$ cat src/rtl/vram_arb_pkg.sv
// Shared widths, default geometry and CPU handshake state encoding for the VRAM arbiter.
package vram_arb_pkg;

  localparam int unsigned ADDR_W = 16;
  localparam int unsigned DATA_W = 16;
  localparam int unsigned ST_W   = 2;

  localparam logic [ADDR_W-1:0] VGA_REGION_DEF = 16'h2000;
  localparam logic [ADDR_W-1:0] FB_WORDS_DEF   = 16'd1200;

  // CPU handshake states
  typedef logic [ST_W-1:0] cpu_state_t;
  localparam cpu_state_t ST_IDLE    = 2'd0;
  localparam cpu_state_t ST_BUSY    = 2'd1;
  localparam cpu_state_t ST_ACK     = 2'd2;
  localparam cpu_state_t ST_RELEASE = 2'd3;

  // One cycle of traffic on the single-port RAM
  typedef struct packed {
    logic [ADDR_W-1:0] addr;
    logic [DATA_W-1:0] wdata;
    logic              wren;
  } mem_cmd_t;

endpackage

$ cat src/rtl/vram_arb_if.sv
// Scanout, CPU and RAM signal bundle; slave is the arbiter's view, master the environment's.
interface vram_arb_if;
  import vram_arb_pkg::*;

  logic              vga_req;
  logic [ADDR_W-1:0] vga_addr;
  logic              vga_blank;
  logic [DATA_W-1:0] vga_q;

  logic              cpu_req;
  logic              cpu_we;
  logic [ADDR_W-1:0] cpu_addr;
  logic [DATA_W-1:0] cpu_wdata;
  logic              cpu_ack;
  logic [DATA_W-1:0] cpu_rdata;

  logic [ADDR_W-1:0] mem_addr;
  logic [DATA_W-1:0] mem_wdata;
  logic              mem_wren;
  logic [DATA_W-1:0] mem_q;

  modport slave (
    input  vga_req, vga_addr, vga_blank, cpu_req, cpu_we, cpu_addr, cpu_wdata, mem_q,
    output vga_q, cpu_ack, cpu_rdata, mem_addr, mem_wdata, mem_wren
  );

  modport master (
    output vga_req, vga_addr, vga_blank, cpu_req, cpu_we, cpu_addr, cpu_wdata, mem_q,
    input  vga_q, cpu_ack, cpu_rdata, mem_addr, mem_wdata, mem_wren
  );

endinterface

$ cat src/rtl/vram_arb_cpu_fsm.sv
// CPU handshake: grant when the RAM is free, ack two cycles later, then wait for cpu_req to drop.
module vram_arb_cpu_fsm
  import vram_arb_pkg::*;
(
  input  logic              clock,
  input  logic              reset_n,
  input  logic              cpu_req,
  input  logic              cpu_we,
  input  logic              window,
  input  logic [DATA_W-1:0] mem_q,
  output logic              grant_c,
  output logic              cpu_ack,
  output logic [DATA_W-1:0] cpu_rdata
);

  cpu_state_t state;
  cpu_state_t state_nxt;
  logic       rd_pend;

  // State register
  always_ff @(posedge clock or negedge reset_n) begin
    if (!reset_n) state <= ST_IDLE;
    else          state <= state_nxt;
  end

  // Next state and same-cycle grant
  always_comb begin
    state_nxt = state;
    grant_c   = 1'b0;
    case (state)
      ST_IDLE: begin
        if (cpu_req && window) begin
          grant_c   = 1'b1;
          state_nxt = ST_BUSY;
        end
      end
      ST_BUSY:    state_nxt = ST_ACK;
      ST_ACK:     state_nxt = ST_RELEASE;
      ST_RELEASE: if (!cpu_req) state_nxt = ST_IDLE;
      default:    state_nxt = ST_IDLE;
    endcase
  end

  // Ack pulse and read-data capture; the RAM answers during BUSY
  always_ff @(posedge clock or negedge reset_n) begin
    if (!reset_n) begin
      rd_pend   <= 1'b0;
      cpu_ack   <= 1'b0;
      cpu_rdata <= '0;
    end else begin
      if (grant_c) rd_pend <= !cpu_we;
      cpu_ack <= (state == ST_BUSY);
      if ((state == ST_BUSY) && rd_pend) cpu_rdata <= mem_q;
    end
  end

endmodule

$ cat src/rtl/vram_arbiter.sv
// Single-port VRAM arbiter: scanout reads win every cycle, the CPU gets the idle cycles.
// Build option: VRAM_ARB_BLANK_ONLY_EN restricts CPU grants to scanout blanking intervals.
module vram_arbiter
  import vram_arb_pkg::*;
#(
  parameter logic [ADDR_W-1:0] VGA_REGION = VGA_REGION_DEF,
  parameter logic [ADDR_W-1:0] FB_WORDS   = FB_WORDS_DEF
)
(
  input  logic       clock,
  input  logic       reset_n,
  vram_arb_if.slave  bus
);

  logic     window_c;
  logic     grant_c;
  logic     vga_pend;
  mem_cmd_t cmd_c;
  mem_cmd_t hold_q;

  // Framebuffer size is descriptive only: scanout offsets are never clamped to it
  logic unused_fb_words;
  assign unused_fb_words = ^FB_WORDS;

`ifdef VRAM_ARB_BLANK_ONLY_EN
  assign window_c = !bus.vga_req && bus.vga_blank;
`else
  logic unused_blank;
  assign unused_blank = bus.vga_blank;
  assign window_c     = !bus.vga_req;
`endif

  vram_arb_cpu_fsm u_cpu_fsm (
    .clock     (clock),
    .reset_n   (reset_n),
    .cpu_req   (bus.cpu_req),
    .cpu_we    (bus.cpu_we),
    .window    (window_c),
    .mem_q     (bus.mem_q),
    .grant_c   (grant_c),
    .cpu_ack   (bus.cpu_ack),
    .cpu_rdata (bus.cpu_rdata)
  );

  // RAM port mux: scanout, then granted CPU, else hold address/data with write off
  always_comb begin
    cmd_c      = hold_q;
    cmd_c.wren = 1'b0;
    if (!reset_n) begin
      cmd_c = '0;
    end else if (bus.vga_req) begin
      cmd_c.addr = ADDR_W'(VGA_REGION + bus.vga_addr);
    end else if (grant_c) begin
      cmd_c.addr  = bus.cpu_addr;
      cmd_c.wdata = bus.cpu_wdata;
      cmd_c.wren  = bus.cpu_we;
    end
  end

  assign bus.mem_addr  = cmd_c.addr;
  assign bus.mem_wdata = cmd_c.wdata;
  assign bus.mem_wren  = cmd_c.wren;

  // Remember the last address/data presented so idle cycles keep the RAM port steady
  always_ff @(posedge clock or negedge reset_n) begin
    if (!reset_n) hold_q <= '0;
    else          hold_q <= cmd_c;
  end

  // Scanout read pipeline: capture mem_q the cycle after the address went out
  always_ff @(posedge clock or negedge reset_n) begin
    if (!reset_n) begin
      vga_pend  <= 1'b0;
      bus.vga_q <= '0;
    end else begin
      vga_pend <= bus.vga_req;
      if (vga_pend) bus.vga_q <= bus.mem_q;
    end
  end

endmodule

$ cat src/flat_wrapper.sv
// flat-port wrapper written by rule: the top's interface ports become plain ports
module vram_arbiter_flat import vram_arb_pkg::*;
#(
  parameter logic [ADDR_W-1:0] VGA_REGION = VGA_REGION_DEF,
  parameter logic [ADDR_W-1:0] FB_WORDS   = FB_WORDS_DEF
)
  (clock, reset_n, bus_vga_req, bus_vga_addr, bus_vga_blank, bus_cpu_req, bus_cpu_we, bus_cpu_addr, bus_cpu_wdata, bus_mem_q, bus_vga_q, bus_cpu_ack, bus_cpu_rdata, bus_mem_addr, bus_mem_wdata, bus_mem_wren);
  vram_arb_if bus_i ();
  input  logic clock;
  input  logic reset_n;
  input wire logic [$bits(bus_i.vga_req)-1:0] bus_vga_req;
  input wire logic [$bits(bus_i.vga_addr)-1:0] bus_vga_addr;
  input wire logic [$bits(bus_i.vga_blank)-1:0] bus_vga_blank;
  input wire logic [$bits(bus_i.cpu_req)-1:0] bus_cpu_req;
  input wire logic [$bits(bus_i.cpu_we)-1:0] bus_cpu_we;
  input wire logic [$bits(bus_i.cpu_addr)-1:0] bus_cpu_addr;
  input wire logic [$bits(bus_i.cpu_wdata)-1:0] bus_cpu_wdata;
  input wire logic [$bits(bus_i.mem_q)-1:0] bus_mem_q;
  output wire logic [$bits(bus_i.vga_q)-1:0] bus_vga_q;
  output wire logic [$bits(bus_i.cpu_ack)-1:0] bus_cpu_ack;
  output wire logic [$bits(bus_i.cpu_rdata)-1:0] bus_cpu_rdata;
  output wire logic [$bits(bus_i.mem_addr)-1:0] bus_mem_addr;
  output wire logic [$bits(bus_i.mem_wdata)-1:0] bus_mem_wdata;
  output wire logic [$bits(bus_i.mem_wren)-1:0] bus_mem_wren;
  assign bus_i.vga_req = bus_vga_req;
  assign bus_i.vga_addr = bus_vga_addr;
  assign bus_i.vga_blank = bus_vga_blank;
  assign bus_i.cpu_req = bus_cpu_req;
  assign bus_i.cpu_we = bus_cpu_we;
  assign bus_i.cpu_addr = bus_cpu_addr;
  assign bus_i.cpu_wdata = bus_cpu_wdata;
  assign bus_i.mem_q = bus_mem_q;
  assign bus_vga_q = bus_i.vga_q;
  assign bus_cpu_ack = bus_i.cpu_ack;
  assign bus_cpu_rdata = bus_i.cpu_rdata;
  assign bus_mem_addr = bus_i.mem_addr;
  assign bus_mem_wdata = bus_i.mem_wdata;
  assign bus_mem_wren = bus_i.mem_wren;
  vram_arbiter #(.VGA_REGION(VGA_REGION), .FB_WORDS(FB_WORDS)) u_core (.clock(clock), .reset_n(reset_n), .bus(bus_i));
endmodule
$ cat config.mk
export PLATFORM = sky130hd
export DESIGN_NAME = vram_arbiter_flat
export DESIGN_NICKNAME = d
export VERILOG_FILES = /design/src/rtl/vram_arb_pkg.sv /design/src/rtl/vram_arb_if.sv /design/src/rtl/vram_arb_cpu_fsm.sv /design/src/rtl/vram_arbiter.sv /design/src/flat_wrapper.sv
export SDC_FILE = /design/constraint.sdc
export NUM_CORES = 1
export LEC_CHECK = 0
export CAP_MARGIN = 20
export CORE_ASPECT_RATIO = 0.7
export CORE_UTILIZATION = 40
export DETAILED_ROUTE_END_ITERATION = 12
export GPL_TIMING_DRIVEN = 0
export PLACE_DENSITY_LB_ADDON = 0.15
export SLEW_MARGIN = 20
export SYNTH_ARGS = -nofsm -noshare
export SYNTH_HDL_FRONTEND = slang
export SYNTH_SLANG_ARGS = --single-unit
$ cat constraint.sdc
create_clock -name clock -period 2.4 [get_ports clock]
set_clock_uncertainty 0.2 [all_clocks]
set_input_delay 0.36 -clock clock [delete_from_list [all_inputs] [get_ports clock]]
set_output_delay 0.36 -clock clock [all_outputs]
set_load 0.02 [all_outputs]
==> flow_metrics.env, run 1 <==
export IMPL_outcome="complete, but fails checks"
export IMPL_violations="negative hold slack"
export IMPL_arrival_ns=1.84
export IMPL_endpoint_kind="primary output"
export IMPL_worstSetupPathType="reg -> out"
export IMPL_fin_nets=462
export IMPL_first_pass_iters=4
export IMPL_p_total_mw=4.09
export IMPL_dieArea_sq_mm=0.00773
export IMPL_gp_congestion=0.724
export IMPL_fin_util_pct=67.9
export IMPL_setup_viol=0
export IMPL_die_h_um=73.9
export IMPL_drt_wl_total_um=7200
export IMPL_vias_per_cell=4.80
export IMPL_fillCellCount=550
export IMPL_tightest_slew_ns=0.640
export IMPL_drc=0
export IMPL_grt_max_degree=45
export IMPL_hold_violations=38
export IMPL_cts_tree="yes"
export IMPL_maxSlewHeadroom_pct=57.3
export IMPL_core_area_sq_mm=0.00694
export IMPL_clk_pin_slew_ns=0.07
export IMPL_syn_inst=233
export IMPL_cts_sinks=69
export IMPL_insertion_delay_ns=0.34
export IMPL_fmax_ghz=0.417
export IMPL_drive_gt1_share_pct=33.6
export IMPL_die_x_um=105
export IMPL_hold_class="in -> async"
export IMPL_ys_top_cells_by_area="dfrtp_1, mux2_2, mux2i_1"
export IMPL_io_pins=136
export IMPL_portBuffers=134
export IMPL_pwr_density_cell_mw_per_mm2=868
export IMPL_power_leakage_nw=2.16
export IMPL_cts_max_level=3
export IMPL_post_route_min_period_ns=2.40
export IMPL_wl_per_cell_um=14.9
export IMPL_yosysWarningCount=0
export IMPL_synth_fp_nets=309
export IMPL_grt_pass1_wl_um=11400
export IMPL_num_rows=25
export IMPL_drt_iter0_markers=49
export IMPL_clock_path_buffers=2
export IMPL_num_antenna_cells=0
export IMPL_gr_total_overflow=0
export IMPL_drv_cap=0
export IMPL_grt_pass1_vias=2323
export IMPL_dp_hpwl_um=5110
export IMPL_areaGrowthSynthToFinish_pct=59.8
export IMPL_fin_crit_sh_pct=99.9
export IMPL_syn_area_sq_mm=0.00295
export IMPL_postRouteAntennaNets=0
export IMPL_final_setup_worst_slack_ns=0.00359
export IMPL_final_common_cell="clkdlybuf4s50_1"
export IMPL_cts_root_buffer="clkbuf_8"
export IMPL_dp_slack_ns=-0.656
export IMPL_whs_ns=-0.263
export IMPL_synth_top_area_share_pct=58.5
export IMPL_syn_avg_cell_area_sq_um=12.7
export IMPL_peakVddDrop_v=0.000444
export IMPL_synth_seq_cells=69
export IMPL_crit_required_ns=1.84
export IMPL_vias=2323
export IMPL_layout_common_cells="clkdlybuf4s50_1, dfrtp_1, mux2_2"
export IMPL_antenna_found_initial=0
export IMPL_numCtsBuffers=9
export IMPL_grtUsageTotal_pct=19.5
export IMPL_synth_top_area_cell="dfrtp_1"
export IMPL_rsz0062_at_grt="true"
export IMPL_ys_seq_area_share_pct=58.5
export IMPL_start_kind="register"
export IMPL_critical_path_max_fanout=9
export IMPL_drv_slew=0
export IMPL_synth_cell_types=23
export IMPL_initial_core_util_pct=42.5
-- critical path, stage by stage (launching register included) --
cell and delay, ns:
dfrtp_1 0.40, inv_2 0.08, ha_4 0.17, and3b_2 0.19
buf_6 0.15, clkbuf_16 0.16, nand2_2 0.05, a21boi_2 0.17
buf_6 0.14
-- metrics by stage --
step / hold slack (ns) / TNS [ns] / instances / cell area, sq um
after global placement: 0.287 / -266.53 / 461 / 4410
after detailed placement: 0.181 / -16.44 / 462 / 4430
final: -0.263 / 0 / 484 / 4710
after CTS: -0.273 / -0.0480 / 480 / 4550
after global routing: -0.255 / -0.694 / 484 / 4710
after floorplan: -0.136 / 0 / 233 / 2950
-- synth_stat cells, drive strengths merged --
library cell / instances
a22oi: 1
dfrtp: 69
clkbuf: 5
nor2: 1
mux2: 33
nand2: 37
a21boi: 16
mux2i: 17
buf: 8
nand3b: 1
o21ai: 16
xor2: 1
ha: 6
a21oi: 16
inv: 3
and3: 1
and3b: 1
nand2b: 1
-- per-layer routing --
metal | global-route usage (%) | share of wire, % | vias up
met4 | 6.57 | 1.4 | 0
met2 | 31.0 | 46 | 80
met5 | 0 | 0 | -
li1 | - | - | 1111
met1 | 23.4 | 43 | 1122
met3 | 9.67 | 9.5 | 10
-- path summary, 6_finish.rpt --
kind,from,end,slack [ns],cells past startpoint
worst max-delay path,u_core.u_cpu_fsm.state[0]$_DFFE_PN0P_,bus_mem_wdata[7],0.004,8
min in group clock,bus_vga_req,u_core.vga_pend$_DFF_PN0_,0.07,1
worst max register to register,u_core.u_cpu_fsm.state[0]$_DFFE_PN0P_,u_core.u_cpu_fsm.cpu_rdata[9]$_DFFE_PN0P_,0.38,6
worst min register to register,u_core.u_cpu_fsm.cpu_rdata[14]$_DFFE_PN0P_,u_core.u_cpu_fsm.cpu_rdata[14]$_DFFE_PN0P_,0.31,1
worst min-delay path,reset_n,u_core.hold_q[9]$_DFF_PN0_,-0.26,1
max in group asynchronous,reset_n,u_core.u_cpu_fsm.state[1]$_DFFE_PN0P_,1.78,2
-- power by group --
group	switching (mW)	internal, mW
clock network	0.408	0.501
logic	0.773	0.886
registers	0.111	1.41
-- cell type report --
class / instances / area (sq um) / share of cell area (%)
Buffer: 13 / 98.8 / 2.10
Clock buffer: 11 / 141 / 3.00
Clock inverter: 4 / 48.8 / 1.04
Inverter: 3 / 11.3 / 0.239
Multi-Input combinational cell: 148 / 1200 / 25.6
Sequential cell: 69 / 1730 / 36.6
Tap cell: 94 / 118 / 2.50
Timing Repair Buffer: 142 / 1360 / 28.9
-- registers in the layout, summed over array words and instances, names as in the netlist --
register	flops
u_core.hold_q	32
u_core.bus.vga_q	16
u_core.u_cpu_fsm.cpu_rdata	16
u_core.u_cpu_fsm.state	2
u_core.u_cpu_fsm.cpu_ack	1
u_core.u_cpu_fsm.rd_pend	1
u_core.vga_pend	1
-- cell families after synthesis --
group	count (synthesis)	share of synthesized area, %
compound gates	49	10.9
xor+xnor	1	0.297
simple gates	42	6.15
mux	50	18.4
fa+ha+maj	6	2.54
buf+inv	16	3.22
flops	69	58.5
-- what timing repair did --
| action | 4_1_cts | 5_1_grt |
|---|---|---|
| endpoints found under the hold margin | 38 | 38 |
| pin swaps | 1 | 12 |
| cloned | 0 | 1 |
| buffers inserted | 3 | 3 |
| resized for setup | 146 | 56 |
| endpoints found under the setup margin | 33 | 33 |
No activity file was read; power rests on OpenSTA's default activity.
==> inputs of run 2 (changes only) <==
==> constraint.sdc (replaced) <==
create_clock -name clock -period 2.9 [get_ports clock]
set_clock_uncertainty 0.2 [all_clocks]
set_input_delay 0.435 -clock clock [delete_from_list [all_inputs] [get_ports clock]]
set_output_delay 0.435 -clock clock [all_outputs]
set_load 0.02 [all_outputs]
==> run 2 against run 1 <==
Net effect: the run now ends clean; hold slack better by 0.47 ns; die area stayed put; clock power is 17% lower; combinational power is 25% lower; wire length is 0.85% lower; flip-flop and latch count stayed put; sequential share of layout area is 0.54 points higher; register-to-register slack better by 0.67 ns.
==> flow_metrics.env, run 2 (synthesis gave the netlist of run 1 again) <==
export IMPL_outcome="completed"
export IMPL_antenna_found_initial=0
export IMPL_reg_top3="u_core.hold_q (32), u_core.bus.vga_q (16), u_core.u_cpu_fsm.cpu_rdata (16)"
export IMPL_p_switching_mw=1.04
export IMPL_portBuffers=134
export IMPL_post_route_min_period_ns=2.81
export IMPL_initial_core_util_pct=42.5
export IMPL_tightest_slew_ns=0.460
export IMPL_slowest_stage="dfrtp_1"
export IMPL_arrival_ns=2.17
export IMPL_postRouteAntennaNets=0
export IMPL_design_area_sq_mm=0.00464
export IMPL_pwr_share_comb_pct=38.3
export IMPL_vias=2291
export IMPL_io_pins=136
export IMPL_vias_per_cell=4.75
export IMPL_drt_iter0_markers=54
export IMPL_endpoint_kind="primary output"
export IMPL_crit_family="buffers and inverters"
export IMPL_insertion_delay_ns=0.33
export IMPL_worst_path_buf_inv=4
export IMPL_postCtsSetupBuffers=0
export IMPL_drv_slew=0
export IMPL_dpl_cell_area_sq_mm=0.00443
export IMPL_seqPwrFrac_pct=38.7
export IMPL_die_h_um=73.9
export IMPL_ff_latch_area_sq_mm=0.00173
export IMPL_fillCellCount=576
export IMPL_core_area_sq_mm=0.00694
export IMPL_wl_per_cell_um=14.8
export IMPL_die_x_um=105
export IMPL_clk_pin_slew_ns=0.07
export IMPL_numCtsBuffers=9
export IMPL_hold_class="in -> reg"
export IMPL_r2r_start="u_core.u_cpu_fsm.state[1]$_DFFE_PN0P_"
export IMPL_p_sw_share_pct=31.6
export IMPL_gp_congestion=0.724
export IMPL_clock_path_buffers=2
export IMPL_reg2reg_slack_ns=1.05
export IMPL_power_leakage_nw=2.15
export IMPL_start_kind="register"
export IMPL_fmax_ghz=0.356
export IMPL_r2r_cells=5
export IMPL_crit_end="bus_mem_wdata[12]"
export IMPL_worstSetupPathType="reg -> out"
export IMPL_areaGrowthSynthToFinish_pct=57.4
export IMPL_dp_hpwl_um=5110
export IMPL_cp_depth=8
export IMPL_fin_crit_sh_pct=96.9
export IMPL_crit_chain="inv_1 -> ha_2 -> and3b_2 -> buf_6 -> buf_8 -> nand2_1 -> a21boi_2 -> clkdlybuf4s15_1"
export IMPL_crit_path_start="u_core.u_cpu_fsm.state[0]$_DFFE_PN0P_"
export IMPL_grtUsageTotal_pct=20.0
export IMPL_fin_nets=460
export IMPL_drive_gt1_share_pct=21.4
export IMPL_whs_ns=0.206
export IMPL_cts_tree="yes"
export IMPL_cts_sinks=69
export IMPL_multi_input_area_sq_mm=0.00114
export IMPL_layout_common_cells="clkdlybuf4s50_1, dfrtp_1, nand2_1"
export IMPL_largest_register_ff_count=32
export IMPL_dieArea_sq_mm=0.00773
export IMPL_max_stage_delay_ns=0.41
export IMPL_drv_cap=0
export IMPL_r2r_end="u_core.u_cpu_fsm.cpu_rdata[9]$_DFFE_PN0P_"
export IMPL_gr_total_overflow=0
export IMPL_drc=0
export IMPL_rsz0062_at_grt="false"
export IMPL_first_pass_iters=4
export IMPL_cts_max_level=3
export IMPL_regMostFlops="u_core.hold_q"
export IMPL_final_common_cell="clkdlybuf4s50_1"
export IMPL_hold_violations=0
export IMPL_num_rows=25
export IMPL_critical_path_max_fanout=10
export IMPL_grt_max_degree=39
export IMPL_drt_wl_total_um=7140
export IMPL_peakVddDrop_v=0.000367
export IMPL_crit_required_ns=2.27
export IMPL_cts_root_buffer="clkbuf_8"
export IMPL_pwr_density_cell_mw_per_mm2=705
export IMPL_num_antenna_cells=0
export IMPL_maxSlewHeadroom_pct=69.3
export IMPL_grt_pass1_vias=2335
export IMPL_setup_viol=0
export IMPL_p_total_mw=3.27
export IMPL_intPower_mw=2.24
export IMPL_grt_pass1_wl_um=11600
export IMPL_clkPwrFrac_pct=23.0
[run 2: changes by cell type in the layout (fill, tap and decap cells not counted), moves of 6 or more]
cell             change
buf_4               -23
dlygate4sd2_1       +17
a21oi_1              +6
a21oi_2              -6
clkdlybuf4s15_1      +6
[run 2: cell type report]
cell class | instances | area share [%]
multi-input combinational | 148 | 24.5
inverter | 3 | 0.242
tap | 94 | 2.53
timing repair buffer | 140 | 29.6
clock buffer | 11 | 3.04
clock inverter | 4 | 1.05
sequential | 69 | 37.2
buffer | 13 | 1.89
[run 2: worst min path at each step]
stage	startpoint	end	slack, ns	depth (start not counted)
after floorplan	reset_n	u_core.bus.vga_q[0]$_DFFE_PN0P_	-0.06	0
after global placement	u_core.u_cpu_fsm.cpu_rdata[3]$_DFFE_PN0P_	u_core.u_cpu_fsm.cpu_rdata[3]$_DFFE_PN0P_	0.29	1
after detailed placement	reset_n	u_core.hold_q[9]$_DFF_PN0_	0.26	1
after CTS	reset_n	u_core.hold_q[3]$_DFF_PN0_	0.19	2
after global routing	reset_n	u_core.hold_q[3]$_DFF_PN0_	0.20	2
final	reset_n	u_core.hold_q[3]$_DFF_PN0_	0.21	2
[run 2: per-layer routing]
layer,share of wire (%),GRT usage [%]
met5,0,0
met4,1.4,6.57
met3,9.6,9.49
met2,46,31.9
met1,43,24.1
[run 2: timing repair]
item                       CTS  global route
gates resized for setup     36            28
setup endpoints to repair   33            22
hold buffers                 5             0
cloned                       0             0
hold endpoints to repair    38             0
[run 2: power by group through the flow]
stage | Clock, mW | Sequential (mW) | Combinational, mW
after global routing | 0.818 | 1.29 | 1.35
after detailed placement | 0 | 1.29 | 1.26
final | 0.752 | 1.27 | 1.25
after CTS | 0.781 | 1.27 | 1.26
after global placement | 0 | 1.27 | 1.25
after floorplan | 0 | 1.45 | 0.504
[run 2: worst reg2reg max path, delay by kind of cell (launching register included)]
kind,cells,cell delay (ns)
buf+inv,2,0.41
flops,1,0.39
mux,1,0.37
fa+ha+maj,1,0.21
simple gates,1,0.17
[run 2: stage by stage]
stage | instances | util [%] | TNS [ns] | setup slack (ns)
floorplan | 233 | - | 0 | 0.660
global placement | 461 | 63.5 | -212.06 | -2.45
detailed placement | 462 | 63.7 | -4.92 | -0.306
CTS | 482 | 67.2 | 0 | 0.0305
global route | 482 | 66.9 | 0 | 0.00211
finish | 482 | 66.9 | 0 | 0.0903
==> inputs of run 3 (changes only) <==
--- a/config.mk
+++ b/config.mk
@@ -7,7 +7,9 @@
 export LEC_CHECK = 0
 export CAP_MARGIN = 20
 export CORE_ASPECT_RATIO = 0.7
+export CORE_MARGIN = 2
 export CORE_UTILIZATION = 40
+export CTS_BUF_LIST = sky130_fd_sc_hd__clkbuf_16
 export DETAILED_ROUTE_END_ITERATION = 12
 export GPL_TIMING_DRIVEN = 0
 export PLACE_DENSITY_LB_ADDON = 0.15
==> run 3 against run 2 <==
Net effect: clock-buffer cell count decreased by 2; final area is 2.6% higher; clock power increased by 52%; sequential share of layout area is 0.94 points lower; wire length rose by 0.34%; register-to-register slack barely moved; hold slack better by 0.098 ns; cell count up 1.0%; global-route usage decreased by 1.9 points; non-clock buffer count unchanged; die area rose by 4.7%; via count increased by 1.1%; critical path type unchanged; critical endpoint is now bus_mem_addr[12]; largest cell class unchanged; highest routed layer unchanged.
==> flow_metrics.env, run 3 (synthesis gave the netlist of run 1 again) <==
export IMPL_postRouteAntennaNets=0
export IMPL_gp_congestion=0.814
export IMPL_arrival_ns=2.13
export IMPL_grt_pass1_vias=2334
export IMPL_num_antenna_cells=0
export IMPL_numCtsBuffers=9
export IMPL_antenna_found_initial=0
export IMPL_drv_slew=0
export IMPL_vias=2317
export IMPL_outcome="completed"
export IMPL_worstSetupPathType="reg -> out"
export IMPL_cts_root_buffer="clkbuf_16"
export IMPL_clock_path_buffers=2
export IMPL_pwr_share_comb_pct=34.1
export IMPL_io_pins=136
export IMPL_clk_pin_slew_ns=0.05
export IMPL_post_route_min_period_ns=2.76
export IMPL_cts_max_level=3
export IMPL_whs_ns=0.304
export IMPL_final_common_cell="clkdlybuf4s50_1"
export IMPL_p_switching_mw=1.09
export IMPL_drv_cap=0
export IMPL_drt_wl_total_um=7160
export IMPL_dieArea_sq_mm=0.00809
export IMPL_p_total_mw=3.65
export IMPL_placed_cells=466
export IMPL_seqPwrFrac_pct=34.8
export IMPL_intPower_mw=2.57
export IMPL_drive_gt1_share_pct=22.6
export IMPL_crit_required_ns=2.27
export IMPL_dp_hpwl_um=5080
export IMPL_peakVddDrop_v=0.000449
export IMPL_drc=0
export IMPL_num_rows=26
export IMPL_areaGrowthSynthToFinish_pct=61.5
export IMPL_endpoint_kind="primary output"
export IMPL_instances_no_fill=487
export IMPL_die_h_um=75.9
export IMPL_postCtsSetupBuffers=0
export IMPL_grtUsageTotal_pct=18.1
export IMPL_fillCellCount=605
export IMPL_gr_total_overflow=0
export IMPL_largest_register_ff_count=32
export IMPL_layout_common_cells="clkdlybuf4s50_1, dfrtp_1, nand2_1"
export IMPL_power_leakage_nw=2.20
export IMPL_cts_tree="yes"
export IMPL_grt_pass1_wl_um=11200
export IMPL_grt_max_degree=37
export IMPL_setup_viol=0
export IMPL_initial_core_util_pct=40.9
export IMPL_portBuffers=134
export IMPL_vias_per_cell=4.76
export IMPL_pwr_density_cell_mw_per_mm2=767
export IMPL_tightest_slew_ns=0.463
export IMPL_insertion_delay_ns=0.32
export IMPL_reg_top3="u_core.hold_q (32), u_core.bus.vga_q (16), u_core.u_cpu_fsm.cpu_rdata (16)"
export IMPL_p_sw_share_pct=29.8
export IMPL_maxSlewHeadroom_pct=69.1
export IMPL_regMostFlops="u_core.hold_q"
export IMPL_fmax_ghz=0.362
export IMPL_drt_iter0_markers=73
export IMPL_wl_per_cell_um=14.7
export IMPL_rsz0062_at_grt="false"
export IMPL_critical_path_max_fanout=10
export IMPL_core_area_sq_mm=0.00722
export IMPL_cts_sinks=69
export IMPL_die_x_um=107
export IMPL_clkPwrFrac_pct=31.1
export IMPL_hold_class="reg -> reg"
export IMPL_fin_crit_sh_pct=95.2
export IMPL_hold_violations=0
export IMPL_start_kind="register"
export IMPL_first_pass_iters=4
export IMPL_fin_nets=460
run 3: layout make-up:
cell class / count / area [sq um] / area share, %
sequential: 69 / 1730 / 36.2
buffer: 13 / 91.3 / 1.92
tap: 98 / 123 / 2.57
clock buffer: 9 / 225 / 4.73
multi-input combinational: 148 / 1130 / 23.7
timing repair buffer: 140 / 1370 / 28.7
inverter: 3 / 11.3 / 0.236
clock inverter: 7 / 91.3 / 1.92
run 3: through the flow:
step                      area, sq um  TNS, ns  setup WS, ns  utilization [%]
after floorplan                  2950        0         0.660                -
after global placement           4410  -210.75         -2.42             61.1
after detailed placement         4430    -5.26        -0.261             61.4
after CTS                        4800        0        0.0327             66.4
after global routing             4760        0       0.00101             66.0
final                            4760        0         0.139             66.0
run 3: worst max-delay path, stage by stage, from the launching register on:
cell and delay (ns):
dfrtp_1 0.41, inv_1 0.13, ha_1 0.25, nand2_2 0.19, buf_8 0.21, mux2i_1 0.12, a21oi_1 0.17, clkdlybuf4s15_1 0.33
run 3: timing repair:
action | 4_1_cts | 5_1_grt
cloned | 0 | 0
hold endpoints to repair | 33 | 0
endpoints found under the setup margin | 33 | 22
resized for setup | 37 | 34
hold buffers | 5 | 0
run 3: final timing paths:
path                                                        from                                   endpoint  slack, ns  cells past startpoint
max reg2reg                u_core.u_cpu_fsm.state[1]$_DFFE_PN0P_  u_core.u_cpu_fsm.cpu_rdata[9]$_DFFE_PN0P_       1.05                      5
min in group asynchronous                                reset_n                u_core.hold_q[30]$_DFF_PN0_       0.56                      4
max                        u_core.u_cpu_fsm.state[0]$_DFFE_PN0P_                           bus_mem_addr[12]       0.14                      7
min reg2reg                      u_core.bus.vga_q[4]$_DFFE_PN0P_            u_core.bus.vga_q[4]$_DFFE_PN0P_       0.30                      1
max in group asynchronous                                reset_n  u_core.u_cpu_fsm.cpu_rdata[5]$_DFFE_PN0P_       1.19                      5
min                              u_core.bus.vga_q[4]$_DFFE_PN0P_            u_core.bus.vga_q[4]$_DFFE_PN0P_       0.30                      1
run 3: metal layers:
metal / up-vias / track usage (%) / wire, um
met4: 0 / 5.19 / 42
li1: 1114 / - / -
met1: 1118 / 22.5 / 3240
met2: 81 / 29.8 / 3260
met3: 4 / 7.10 / 617
met5: - / 0 / 0
run 3: power groups by stage:
stage	sequential (mW)	combinational, mW	clock (mW)
2_1_floorplan	1.45	0.504	0
3_3_place_gp	1.27	1.25	0
3_5_place_dp	1.28	1.27	0
4_1_cts	1.27	1.26	1.17
5_1_grt	1.30	1.34	1.21
6_report	1.27	1.24	1.14
